File: config.mk
export PLATFORM = sky130hd
export DESIGN_NAME = gpr_wb_arbiter
export DESIGN_NICKNAME = d
export VERILOG_FILES = /design/src/rtl/gpr_wb_arbiter.sv
export SDC_FILE = /design/constraint.sdc
export NUM_CORES = 1
export LEC_CHECK = 0
export ABC_AREA = 0
export CAP_MARGIN = 0
export CORE_ASPECT_RATIO = 0.75
export CORE_MARGIN = 3
export CORE_UTILIZATION = 43
export CTS_CLUSTER_DIAMETER = 150
export DETAILED_ROUTE_END_ITERATION = 7
export PLACE_DENSITY = 0.83
export RECOVER_POWER = 50
export SLEW_MARGIN = 20
export SYNTH_ARGS = -nofsm -noshare
export SYNTH_HDL_FRONTEND = slang
export SYNTH_SLANG_ARGS = --single-unit
File: constraint.sdc
create_clock -name clk -period 1.75 [get_ports clk]
set_input_delay 0.2625 -clock clk [delete_from_list [all_inputs] [get_ports clk]]
set_output_delay 0.2625 -clock clk [all_outputs]
set_load 0.02 [all_outputs]
File: src/rtl/gpr_wb_arbiter.sv
// Two-source register-file writeback arbiter with round-robin grant, a registered
// write port, a per-register pending-write scoreboard and a saturating conflict counter.
module gpr_wb_arbiter #(
  parameter int unsigned DATA_W = 32,
  parameter int unsigned CNT_W  = 16
) (
  input  logic              clk,
  input  logic              rst_n,
  input  logic              req0_valid,
  input  logic [4:0]        req0_addr,
  input  logic [DATA_W-1:0] req0_data,
  output logic              req0_ready,
  input  logic              req1_valid,
  input  logic [4:0]        req1_addr,
  input  logic [DATA_W-1:0] req1_data,
  output logic              req1_ready,
  input  logic              rsv_valid,
  input  logic [4:0]        rsv_addr,
  output logic              gpr_we,
  output logic [4:0]        gpr_waddr,
  output logic [DATA_W-1:0] gpr_wdata,
  output logic [31:0]       busy,
  output logic [CNT_W-1:0]  conflict_cnt
);

  // last_q = 1 means source 1 was granted most recently, so source 0 wins the next conflict.
  logic              last_q;
  logic              xfer;
  logic [4:0]        sel_addr;
  logic [DATA_W-1:0] sel_data;
  logic [31:0]       busy_d;
  logic [CNT_W-1:0]  cnt_d;

  always_comb begin
    req0_ready = req0_valid && (!req1_valid || last_q);
    req1_ready = req1_valid && (!req0_valid || !last_q);
  end

  assign xfer     = req0_ready || req1_ready;
  assign sel_addr = req0_ready ? req0_addr : req1_addr;
  assign sel_data = req0_ready ? req0_data : req1_data;

  // Set is applied after clear so a reservation on the clearing edge wins.
  always_comb begin
    busy_d = busy;
    if (gpr_we) begin
      busy_d[gpr_waddr] = 1'b0;
    end
    if (rsv_valid) begin
      busy_d[rsv_addr] = 1'b1;
    end
    busy_d[0] = 1'b0;
  end

  always_comb begin
    cnt_d = conflict_cnt;
    if (req0_valid && req1_valid && (conflict_cnt != {CNT_W{1'b1}})) begin
      cnt_d = conflict_cnt + CNT_W'(1);
    end
  end

  always_ff @(posedge clk or negedge rst_n) begin
    if (!rst_n) begin
      last_q       <= 1'b1;
      gpr_we       <= 1'b0;
      gpr_waddr    <= '0;
      gpr_wdata    <= '0;
      busy         <= '0;
      conflict_cnt <= '0;
    end else begin
      gpr_we       <= xfer && (sel_addr != 5'd0);
      busy         <= busy_d;
      conflict_cnt <= cnt_d;
      if (xfer) begin
        last_q    <= req1_ready;
        gpr_waddr <= sel_addr;
        gpr_wdata <= sel_data;
      end
    end
  end

endmodule

==> out/metrics.cfg <==
[critical_path]
rr_worst_depth = 5
setup.worst_path.start_class = flip-flop
timing.critical_path.slowest_cell_delay_ps = 650
critical_path.reg2reg.startpoint = conflict_cnt[1]$_DFFE_PN0P_
worstSetupEndpointType = primary output
setup.worst_path.class = flip-flop to primary output
worstPathMaxFanout = 6
reg2reg_setup_slack_ps = 60
worst_path_max_delay_cell = sky130_fd_sc_hd__clkdlybuf4s50_1
required_time_worst_endpoint_ps = 1490
path_cells = clkdlybuf4s50_1
cp.buffers_inverters = 1
timing.critical_path.max_delay_family = buffers and inverters
critical_path_arrival_ps = 1450
crit-reg2reg-capture = conflict_cnt[7]$_DFFE_PN0P_

[global_route]
grt_max_degree = 45
residual_overflow_from_global_routing = 0
grt_antenna_before_repair = 0
vias_in_the_first_global_route = 4273
grt_pass1_wl_um = 21580
overall_global_routing_resource_usage_pct = 24.47

[pwr]
leakage_nw = 2.724
p_per_area_nw_per_um2 = 1227
post-layout-total-power_mw = 7.919
ir_drop_v = 0.0008201

[sta]
timing_hold_violations_final = 0
fin_worst_skew_ps = 7.086
final_slew_violations = 0
max_freq_mhz = 582.8
max_slew_margin_pct = 41.77
setup-violations-final = 0
period_utilization_pct = 98.04
tightestPinTransition_ps = 873.5
post-route-min-period_ps = 1716

[synthesis]
synth.avg_cell_area_um2 = 9.439
ys_warn_count = 0
yosys.area.top_type = sky130_fd_sc_hd__dfrtp_1
synth_cell_area_um2 = 4200
synth_top_area_share_pct = 50.64
yosys-top-cells-area = sky130_fd_sc_hd__dfrtp_1 51%, sky130_fd_sc_hd__mux2i_1 8.8%, sky130_fd_sc_hd__o21ai_0 7.7%
mapped_cells = 445
synth.net_count = 530
synth-seq-cells = 86
number_of_distinct_library_cell_variants_in_the_gate_level_netlist_after_synthesis = 35
portion_of_the_post_synthesis_area_used_by_sequential_elements_pct = 51.27

[cells_and_area]
register_area_um2 = 2155
mostFrequentLayoutCells = 162 x sky130_fd_sc_hd__clkdlybuf4s50_1, 84 x sky130_fd_sc_hd__dfrtp_1, 64 x sky130_fd_sc_hd__o21ai_0
final_layout_size_suffix_gt1_share_pct = 9.005
final_common_cell = sky130_fd_sc_hd__clkdlybuf4s50_1
num-fill-cells = 712
final_net_count = 713
area_growth_synth_to_finish_pct = 53.62
multi_input_gate_area_um2 = 1924
final-instance-count-excl-fill = 761
postLayoutCellArea_um2 = 6452
antennaDiodeCount = 0

[die]
floorplan.initialDensity_pct = 45.30
design.die.area_um2 = 11000
placeableCoreArea_um2 = 9271
die_height_um = 91.59
top_level_ports = 172
core.rowCount = 30
fp.dieW_um = 120.1

[clock_network]
clk-insertion-delay-late_ps = 330
cts.sink_count = 86
clk_transition_reported_paths_ps = 60
tritoncts = yes
cts_buffer_depth = 2
ctsRootBufferMaster = sky130_fd_sc_hd__clkbuf_16
numCtsBuffers = 9
ctsHtreeMaxLevel = 3

[detailed_routing]
drt_drc_violations_left = 0
first_iter_violations = 225
wl_per_cell_um = 17.97
ant_nets = 0
detail_route.wirelength_um = 13670
first_pass_iters = 6
routed_via_density = 5.485
dr_total_vias = 4174

[placement]
dpl.cell_count = 741
dpl.hpwl_um = 10100
gp_congestion = 0.8989
buffer_ports.inserted = 170
place_area_um2 = 6152

[job]
max_cap_violations = 0

[min_path]
cell_count_of_the_worst_hold_path = 2
hold_start = busy[17]$_DFF_PN0_
hold_path_class = flip-flop to flip-flop
whs_endpoint = busy[17]$_DFF_PN0_

[status]
outcome = completed

[cells in the mapped netlist]
master                      n
sky130_fd_sc_hd__a21oi_1   40
sky130_fd_sc_hd__and2_1     1
sky130_fd_sc_hd__and3_1     2
sky130_fd_sc_hd__and4_1     1
sky130_fd_sc_hd__buf_1      1
sky130_fd_sc_hd__buf_2      9
sky130_fd_sc_hd__buf_4      1
sky130_fd_sc_hd__buf_6      1
sky130_fd_sc_hd__clkbuf_1  14
sky130_fd_sc_hd__conb_1     1
sky130_fd_sc_hd__dfrtp_1   85
sky130_fd_sc_hd__dfstp_2    1
sky130_fd_sc_hd__ha_1       1
sky130_fd_sc_hd__inv_1      4
sky130_fd_sc_hd__mux2_2     1
sky130_fd_sc_hd__mux2i_1   37
sky130_fd_sc_hd__nand2_1   39
sky130_fd_sc_hd__nand3_1   41
sky130_fd_sc_hd__nand3_2    1
sky130_fd_sc_hd__nand3b_1  10
sky130_fd_sc_hd__nand4_1    6
sky130_fd_sc_hd__nand4_4    1
sky130_fd_sc_hd__nor2_1    45
sky130_fd_sc_hd__nor3_1     7
sky130_fd_sc_hd__nor4_1     1
sky130_fd_sc_hd__nor4_2     1
sky130_fd_sc_hd__nor4b_2    1
sky130_fd_sc_hd__o211ai_1   1
sky130_fd_sc_hd__o21ai_0   65
sky130_fd_sc_hd__or3_1      3
sky130_fd_sc_hd__or3b_2     5
sky130_fd_sc_hd__or4_1      2
sky130_fd_sc_hd__or4_4      1
sky130_fd_sc_hd__xnor2_1    9
sky130_fd_sc_hd__xor2_1     6
[flip-flops by register name (all words and copies together), names as in the netlist]
name,cells
gpr_wdata,32
gpr_waddr,5
last_q,1
busy,31
gpr_we,1
conflict_cnt,16
[worst max-delay path by stage]
stage                                startpoint                           to  slack [ps]  cells after the start
floorplan           conflict_cnt[1]$_DFFE_PN0P_  conflict_cnt[7]$_DFFE_PN0P_           6                      6
global placement                     req1_valid                   req0_ready        -360                      5
detailed placement                   req1_valid                   req0_ready        -320                      5
CTS                 conflict_cnt[3]$_DFFE_PN0P_              conflict_cnt[3]          20                      1
global route        conflict_cnt[1]$_DFFE_PN0P_  conflict_cnt[2]$_DFFE_PN0P_         -20                      5
finish              conflict_cnt[3]$_DFFE_PN0P_              conflict_cnt[3]          30                      1
[cell type report]
cell class | instances | area share (%)
clock buffer | 12 | 3.975
clock inverter | 4 | 0.4848
inverter | 4 | 0.2327
multi-input combinational | 329 | 29.82
sequential | 86 | 33.39
tap | 128 | 2.482
timing repair buffer | 198 | 29.61
[metrics by stage]
stage / setup slack [ps] / utilization, % / hold WS [ps] / TNS (ps)
3_5_place_dp: -316.5 / 66.36 / 244.7 / -5570
4_1_cts: 22.52 / 69.49 / 448.1 / 0
6_report: 34.28 / 69.60 / 513.7 / 0
5_1_grt: -22.93 / 69.60 / 517.9 / -37.49
2_1_floorplan: 5.968 / - / -33.09 / 0
3_3_place_gp: -362.8 / 66.36 / 236.3 / -4590
[power by group]
| group | switching [mW] | total (mW) | leakage (nW) | internal [mW] |
|---|---|---|---|---|
| clock | 0.753 | 1.80 | 0.131 | 1.04 |
| sequential | 0.434 | 2.98 | 1.00 | 2.55 |
| combinational | 1.63 | 3.14 | 1.59 | 1.51 |
[repair_timing]
| action | in CTS | in global routing |
|---|---|---|
| pin swaps | 0 | 1 |
| endpoints found under the setup margin | 5 | 5 |
| gates resized for setup | 7 | 2 |
| hold buffers | 1 | 0 |
| setup buffers | 0 | 3 |
| hold endpoints to repair | 28 | 0 |
[routing by layer]
| layer | wire [um] | up-vias | GRT usage, % |
|---|---|---|---|
| met3 | 911 | 12 | 5.604 |
| met1 | 6050 | 2041 | 32.81 |
| met5 | 0 | - | 0 |
| met2 | 6540 | 175 | 40.30 |
| met4 | 170 | 0 | 6.101 |
| li1 | - | 1946 | - |
[cell families after synthesis]
group / after synthesis / share of synthesized area (%)
AO/OA/AOI/OAI: 106 / 12.69
AND/OR/NAND/NOR: 168 / 20.23
buffers and inverters: 30 / 3.217
adder cells (fa/ha/maj): 1 / 0.2978
flip-flops: 86 / 51.27
other: 1 / 0.08928
XOR/XNOR: 15 / 3.128
multiplexers: 38 / 9.086
Power figures use the tool's default switching activity.
